### config.mk
export PLATFORM = sky130hd
export DESIGN_NAME = gpu_ram_write_port_flat
export DESIGN_NICKNAME = d
export VERILOG_FILES = /design/src/rtl/gpu_ram_pkg.sv /design/src/rtl/gpu_ram_write_port_if.sv /design/src/rtl/gpu_ram_write_port_wr_fifo.sv /design/src/rtl/gpu_ram_write_port.sv /design/src/flat_wrapper.sv
export SDC_FILE = /design/constraint.sdc
export NUM_CORES = 1
export LEC_CHECK = 0
export CORE_UTILIZATION = 35
export DETAILED_ROUTE_END_ITERATION = 8
export GPL_TIMING_DRIVEN = 0
export PLACE_DENSITY = 0.55
export SLEW_MARGIN = 15
export SYNTH_ARGS = -nofsm -noshare
export SYNTH_HDL_FRONTEND = slang
export SYNTH_SLANG_ARGS = --single-unit
### constraint.sdc
create_clock -name clk -period 4 [get_ports clk]
set_input_delay 0.8 -clock clk [delete_from_list [all_inputs] [get_ports clk]]
set_output_delay 0.8 -clock clk [all_outputs]
set_load 0.03 [all_outputs]
### src/rtl/gpu_ram_pkg.sv
// Shared types and window helpers for the GPU/CPU video-RAM write port.
package gpu_ram_pkg;

  localparam int unsigned ADDR_W = 16;
  localparam int unsigned DATA_W = 8;

  localparam logic [ADDR_W-1:0] DEF_WIN_BASE = 16'h4000;
  localparam logic [ADDR_W-1:0] DEF_WIN_SIZE = 16'h0800;

  typedef struct packed {
    logic [ADDR_W-1:0] addr;
    logic [DATA_W-1:0] data;
  } ram_wr_t;

  typedef enum logic {
    IDLE,
    DRAIN
  } port_state_t;

  // Extra bit keeps base+size from wrapping at the top of the address space.
  function automatic logic in_window(input logic [ADDR_W-1:0] addr,
                                     input logic [ADDR_W-1:0] base,
                                     input logic [ADDR_W-1:0] size);
    logic [ADDR_W:0] a;
    logic [ADDR_W:0] lo;
    logic [ADDR_W:0] hi;
    a  = {1'b0, addr};
    lo = {1'b0, base};
    hi = (ADDR_W+1)'(lo + {1'b0, size});
    return (a >= lo) && (a < hi);
  endfunction

endpackage

### src/rtl/gpu_ram_write_port_if.sv
// GPU write-request channel: valid/ready handshake plus flush pulse.
interface gpu_ram_write_port_if;
  import gpu_ram_pkg::*;

  logic              gpu_wr_valid;
  logic              gpu_wr_ready;
  logic [ADDR_W-1:0] gpu_ram_addr;
  logic [DATA_W-1:0] gpu_ram_din;
  logic              gpu_flush;

  modport master (
    output gpu_wr_valid, gpu_ram_addr, gpu_ram_din, gpu_flush,
    input  gpu_wr_ready
  );

  modport slave (
    input  gpu_wr_valid, gpu_ram_addr, gpu_ram_din, gpu_flush,
    output gpu_wr_ready
  );
endinterface

### src/rtl/gpu_ram_write_port_wr_fifo.sv
// Small synchronous FIFO of pending GPU RAM writes; pointers wrap naturally.
module wr_fifo
  import gpu_ram_pkg::*;
#(
  parameter int unsigned DEPTH = 4
) (
  input  logic                       clk,
  input  logic                       rst,
  input  logic                       push,
  input  ram_wr_t                    wdata,
  input  logic                       pop,
  output ram_wr_t                    rdata,
  output logic                       full,
  output logic                       empty,
  output logic [$clog2(DEPTH):0]     count
);

  localparam int unsigned PTR_W = $clog2(DEPTH);
  localparam int unsigned CNT_W = PTR_W + 1;

  ram_wr_t          mem [DEPTH];
  logic [PTR_W-1:0] wr_ptr;
  logic [PTR_W-1:0] rd_ptr;
  logic             push_ok;
  logic             pop_ok;

  assign full    = (count == CNT_W'(DEPTH));
  assign empty   = (count == '0);
  assign push_ok = push && !full;
  assign pop_ok  = pop && !empty;
  assign rdata   = mem[rd_ptr];

  // Storage is not reset; only pointers and occupancy define validity.
  always_ff @(posedge clk) begin
    if (push_ok) mem[wr_ptr] <= wdata;
  end

  always_ff @(posedge clk) begin
    if (rst) begin
      wr_ptr <= '0;
      rd_ptr <= '0;
      count  <= '0;
    end else begin
      if (push_ok) wr_ptr <= wr_ptr + PTR_W'(1);
      if (pop_ok)  rd_ptr <= rd_ptr + PTR_W'(1);
      case ({push_ok, pop_ok})
        2'b10:   count <= count + CNT_W'(1);
        2'b01:   count <= count - CNT_W'(1);
        default: count <= count;
      endcase
    end
  end

endmodule

### src/rtl/gpu_ram_write_port.sv
// Merges buffered GPU writes with CPU writes onto one registered RAM write port;
// pauses the CPU while the GPU buffer drains.
module gpu_ram_write_port
  import gpu_ram_pkg::*;
#(
  parameter int unsigned       DEPTH        = 4,
  parameter int unsigned       DRAIN_THRESH = 3,
  parameter logic [ADDR_W-1:0] WIN_BASE     = DEF_WIN_BASE,
  parameter logic [ADDR_W-1:0] WIN_SIZE     = DEF_WIN_SIZE
) (
  input  logic                clk,
  input  logic                rst,
  gpu_ram_write_port_if.slave gpu,
  input  logic                cpu_wr_en,
  input  logic [ADDR_W-1:0]   cpu_addr,
  input  logic [DATA_W-1:0]   cpu_din,
  output logic                cpu_pause,
  output logic                ram_we,
  output logic [ADDR_W-1:0]   ram_addr,
  output logic [DATA_W-1:0]   ram_din,
  output logic [15:0]         gpu_wr_count,
  output logic                range_err
);

  localparam int unsigned CNT_W = $clog2(DEPTH) + 1;

  port_state_t      state;
  ram_wr_t          push_data;
  ram_wr_t          head;
  logic             fifo_full;
  logic             fifo_empty;
  logic [CNT_W-1:0] count;
  logic [CNT_W-1:0] count_next;
  logic             ready;
  logic             accept;
  logic             in_win;
  logic             push;
  logic             pop;

  wr_fifo #(.DEPTH(DEPTH)) u_fifo (
    .clk   (clk),
    .rst   (rst),
    .push  (push),
    .wdata (push_data),
    .pop   (pop),
    .rdata (head),
    .full  (fifo_full),
    .empty (fifo_empty),
    .count (count)
  );

  // Ready comes only from registered occupancy, never from a same-cycle pop.
  assign ready            = !rst && !fifo_full;
  assign gpu.gpu_wr_ready = ready;

  always_comb begin
    accept     = gpu.gpu_wr_valid && ready;
    in_win     = in_window(gpu.gpu_ram_addr, WIN_BASE, WIN_SIZE);
    push       = accept && in_win;
    pop        = !cpu_wr_en && !fifo_empty;
    push_data  = '{addr: gpu.gpu_ram_addr, data: gpu.gpu_ram_din};
    count_next = count + CNT_W'(push) - CNT_W'(pop);
  end

  // Port arbitration: CPU always wins; otherwise drain the FIFO head.
  always_ff @(posedge clk) begin
    if (rst) begin
      ram_we       <= 1'b0;
      ram_addr     <= '0;
      ram_din      <= '0;
      gpu_wr_count <= '0;
      range_err    <= 1'b0;
    end else begin
      if (cpu_wr_en) begin
        ram_we   <= 1'b1;
        ram_addr <= cpu_addr;
        ram_din  <= cpu_din;
      end else if (!fifo_empty) begin
        ram_we       <= 1'b1;
        ram_addr     <= head.addr;
        ram_din      <= head.data;
        gpu_wr_count <= gpu_wr_count + 16'(1);
      end else begin
        ram_we <= 1'b0;
      end
      if (accept && !in_win) range_err <= 1'b1;
    end
  end

  // Drain FSM; cpu_pause tracks the registered state.
  always_ff @(posedge clk) begin
    if (rst) begin
      state     <= IDLE;
      cpu_pause <= 1'b0;
    end else begin
      unique case (state)
        IDLE: begin
          if ((count >= CNT_W'(DRAIN_THRESH)) || (gpu.gpu_flush && (count != '0))) begin
            state     <= DRAIN;
            cpu_pause <= 1'b1;
          end
        end
        DRAIN: begin
          if (count_next == '0) begin
            state     <= IDLE;
            cpu_pause <= 1'b0;
          end
        end
      endcase
    end
  end

endmodule
### src/flat_wrapper.sv
// flat-port wrapper written by rule: the top's interface ports become plain ports
module gpu_ram_write_port_flat import gpu_ram_pkg::*;
#(
  parameter int unsigned       DEPTH        = 4,
  parameter int unsigned       DRAIN_THRESH = 3,
  parameter logic [ADDR_W-1:0] WIN_BASE     = DEF_WIN_BASE,
  parameter logic [ADDR_W-1:0] WIN_SIZE     = DEF_WIN_SIZE
)
  (clk, rst, cpu_wr_en, cpu_addr, cpu_din, cpu_pause, ram_we, ram_addr, ram_din, gpu_wr_count, range_err, gpu_gpu_wr_valid, gpu_gpu_ram_addr, gpu_gpu_ram_din, gpu_gpu_flush, gpu_gpu_wr_ready);
  gpu_ram_write_port_if gpu_i ();
  input  logic clk;
  input  logic rst;
  input  logic cpu_wr_en;
  input  logic [ADDR_W-1:0] cpu_addr;
  input  logic [DATA_W-1:0] cpu_din;
  output logic cpu_pause;
  output logic ram_we;
  output logic [ADDR_W-1:0] ram_addr;
  output logic [DATA_W-1:0] ram_din;
  output logic [15:0] gpu_wr_count;
  output logic range_err;
  input wire logic [$bits(gpu_i.gpu_wr_valid)-1:0] gpu_gpu_wr_valid;
  input wire logic [$bits(gpu_i.gpu_ram_addr)-1:0] gpu_gpu_ram_addr;
  input wire logic [$bits(gpu_i.gpu_ram_din)-1:0] gpu_gpu_ram_din;
  input wire logic [$bits(gpu_i.gpu_flush)-1:0] gpu_gpu_flush;
  output wire logic [$bits(gpu_i.gpu_wr_ready)-1:0] gpu_gpu_wr_ready;
  assign gpu_i.gpu_wr_valid = gpu_gpu_wr_valid;
  assign gpu_i.gpu_ram_addr = gpu_gpu_ram_addr;
  assign gpu_i.gpu_ram_din = gpu_gpu_ram_din;
  assign gpu_i.gpu_flush = gpu_gpu_flush;
  assign gpu_gpu_wr_ready = gpu_i.gpu_wr_ready;
  gpu_ram_write_port #(.DEPTH(DEPTH), .DRAIN_THRESH(DRAIN_THRESH), .WIN_BASE(WIN_BASE), .WIN_SIZE(WIN_SIZE)) u_core (.clk(clk), .rst(rst), .gpu(gpu_i), .cpu_wr_en(cpu_wr_en), .cpu_addr(cpu_addr), .cpu_din(cpu_din), .cpu_pause(cpu_pause), .ram_we(ram_we), .ram_addr(ram_addr), .ram_din(ram_din), .gpu_wr_count(gpu_wr_count), .range_err(range_err));
endmodule
==> results.toml <==
[status]
status = "complete, no violations"

[floorplanning]
num_rows = 47
start_util = 0.359
die_h_um = 132
core-area_mm2 = 0.0166
die_area_mm2 = 0.0175
ios = 97
die_x_um = 132

[yosys]
async_flop_share = 0
synth-edff-count = 96
ys_ff_latch = 149
yosysSeqAreaShare = 0.662
synth_cell_types = 41
synthFlopType = "edfxtp_1"
syn_inst = 398
synth_top_area_share = 0.484
synth.avg_cell_area_um2 = 15.0
syn-num-nets = 462
synth_area_leaders = "edfxtp_1 48%, dfxtp_1 18%, mux4_2 9.1%"
synth-warning-count = 0
syn_area_mm2 = 0.00595
synth_area_leader_cell = "edfxtp_1"

[critical_path]
crit_buf_inv = 3
path_max_fanout = 7
critPathTopFamily = "adder cells"
reg2reg_depth = 11
cpPeakStageDelay_ns = 0.59
rrSetupSlack_ns = 1.13
path_cells = "clkdlybuf4s50_1 -> nand2b_1 -> nor4_2 -> and2_1 -> inv_1 -> ha_1 -> inv_1 -> ha_1 -> fa_1 -> xnor2_1 -> a31oi_1 -> a21boi_0"
crit_path_end_kind = "register"
critical_path_required_ns = 4.35
reg2reg_from = "u_core.u_fifo.count[0]"
criticalPathCategory = "input pin to register"
slowest_stage = "clkdlybuf4s50_1"
r2r_end = "u_core.state"
cp_data_arrival_time_ns = 3.75
critPathLaunchType = "input pin"

[timing]
finalSetupTns_ns = 0
fin_crit_sh = 0.849
drv_slew = 0
rsz0062_at_grt = "false"
slew_headroom = 0.515
setup_viol = 0
max_slew.worst_pin.slew_ns = 0.727
worst_hold_slack_ns = 0.467
fmax_mhz = 294
finalHoldViolations = 0
fin_skew_ns = 0.00663
fin_crit_ns = 3.40

[global_route]
grt_pass1_vias = 3824
antenna_found_initial = 0
grt_pass1_wl_um = 20500
grt_use_total = 0.158
gr-total-overflow = 0
grt_max_degree = 25

[hold_path]
hold_path_class = "register to register"
hold_path.startpoint = "u_core.cpu_pause"
holdPathStages = 1
hold-path-endpoint = "u_core.cpu_pause"

[job]
cap_violations = 0

[finish]
final_common_cell = "edfxtp_1"
diodes = 0
syn_to_final_growth_pct = 30.3
final_cell_mix = "96 x edfxtp_1, 95 x clkdlybuf4s50_1, 53 x dfxtp_1, 44 x nor2_1"
nFillCells = 1511
multi_input_area_mm2 = 0.00187
seqCellArea_mm2 = 0.00394
drive_gt1_frac = 0.141
final_util = 0.468
final_nets = 576
design_area_mm2 = 0.00776

[drt]
viasPerCell = 4.91
wl_per_cell_um = 17.4
ant_nets = 0
first_iter_violations = 178
drtPass1Iterations = 4
num_vias = 3660
wirelength_um = 12900
drc = 0

[placement]
routabilityCongestion = 0.728
port_buffers = 95
hpwl_um = 8710
place_area_mm2 = 0.00718

[clock_network]
ctsLongestPathBuffers = 2
cts_tree = "done"
cts_hold_buffers = 0
cts.clk_slew.worst_paths_ns = 0.06
insertion_delay_ns = 0.42
cts_num_sinks = 149
h-tree-depth = 4
numCtsBuffers = 17
cts_root_buffer = "clkbuf_16"

[power]
power_density_mw_per_mm2 = 442
p_leak_nw = 2.60
ir_drop_mv = 0.305
[repair_timing]
action                     4_1_cts  5_1_grt
setup buffers                    0        0
setup endpoints to repair        0        1
resized for setup                0        1
[logic make-up (layout without fill, tap and decap cells)]
kind of cell / count (synthesis) / after routing / share of synthesized area
flops: 149 / 149 / 0.662
simple gates: 90 / 90 / 0.0778
compound gates: 51 / 51 / 0.0565
mux: 49 / 49 / 0.133
buf+inv: 35 / 162 / 0.0254
xor+xnor: 13 / 13 / 0.0191
fa+ha+maj: 11 / 11 / 0.0256
[layer usage]
metal / track usage / up-vias / routed length, um
met5: 0 / - / 0
met1: 0.190 / 1832 / 5660
met4: 0.0696 / 0 / 164
met3: 0.0418 / 13 / 473
met2: 0.268 / 77 / 6640
li1: - / 1738 / -
[state kept, by name, indices dropped and copies added, names as in the netlist, 2 cells and up, named ones only]
signal,cells
u_core.u_fifo.mem,96
u_core.gpu_wr_count,16
u_core.ram_addr,16
u_core.ram_din,8
u_core.u_fifo.count,3
u_core.u_fifo.rd_ptr,2
u_core.u_fifo.wr_ptr,2
[worst reg2reg max path, cell delays in order, from the launching register on]
cell and delay [ns]:
dfxtp_1 0.49, nor2_1 0.12, a21oi_1 0.42, and2_1 0.27, inv_1 0.06, ha_1 0.27
inv_1 0.04, ha_1 0.20, fa_1 0.41, xnor2_1 0.14, a31oi_1 0.20, a21boi_0 0.18
[cell usage after synthesis, types with 2 or more instances]
| master | instances |
|---|---|
| edfxtp_1 | 96 |
| dfxtp_1 | 53 |
| nor2_1 | 44 |
| a211oi_1 | 24 |
| mux2i_1 | 24 |
| mux4_2 | 24 |
| a21oi_1 | 13 |
| inv_1 | 13 |
| buf_2 | 10 |
| ha_1 | 9 |
| clkbuf_1 | 8 |
| xnor2_1 | 7 |
| nand3_1 | 6 |
| xor2_1 | 6 |
| nand2b_1 | 5 |
| o31ai_1 | 5 |
| or4_1 | 5 |
| and3_1 | 4 |
| nand2_1 | 4 |
| o21ai_0 | 4 |
| or3_1 | 4 |
| nand4_1 | 3 |
| buf_1 | 2 |
| buf_4 | 2 |
| fa_1 | 2 |
| nor2b_1 | 2 |
| nor3_1 | 2 |
| nor3b_1 | 2 |
| nor4_1 | 2 |
| o21a_1 | 2 |
[final cells by class]
class	instances	share of cell area
Timing Repair Buffer	95	0.123
Inverter	13	0.00629
Sequential cell	149	0.508
Multi-Input combinational cell	214	0.241
Clock buffer	19	0.0558
Buffer	22	0.0132
Clock inverter	13	0.0173
Tap cell	220	0.0355
[metrics by stage]
stage                     setup WS [ns]  std cells  power [mW]
after global placement           0.0389        713        1.94
after global routing              0.286        745        3.55
after CTS                         0.342        745        3.47
final                             0.602        745        3.43
after floorplan                   0.891        398        1.81
after detailed placement         -0.112        713        1.94
[power by group]
group,internal (mW),switching (mW),leakage (nW)
logic,0.113,0.126,1.04
registers,1.66,0.0134,1.30
clock network,0.913,0.608,0.263
total,2.68,0.748,2.60
[worst max path at each step]
stage	cells after the start	slack (ns)	start	end
after floorplan	11	0.89	gpu_gpu_ram_addr[13]	u_core.state
final	12	0.60	gpu_gpu_ram_addr[14]	u_core.state
after global placement	12	0.04	gpu_gpu_ram_addr[13]	u_core.state
after global routing	12	0.29	gpu_gpu_ram_addr[14]	u_core.state
after detailed placement	12	-0.11	gpu_gpu_ram_addr[14]	u_core.state
after CTS	12	0.34	gpu_gpu_ram_addr[14]	u_core.state
(Power assumes the default switching activity.)
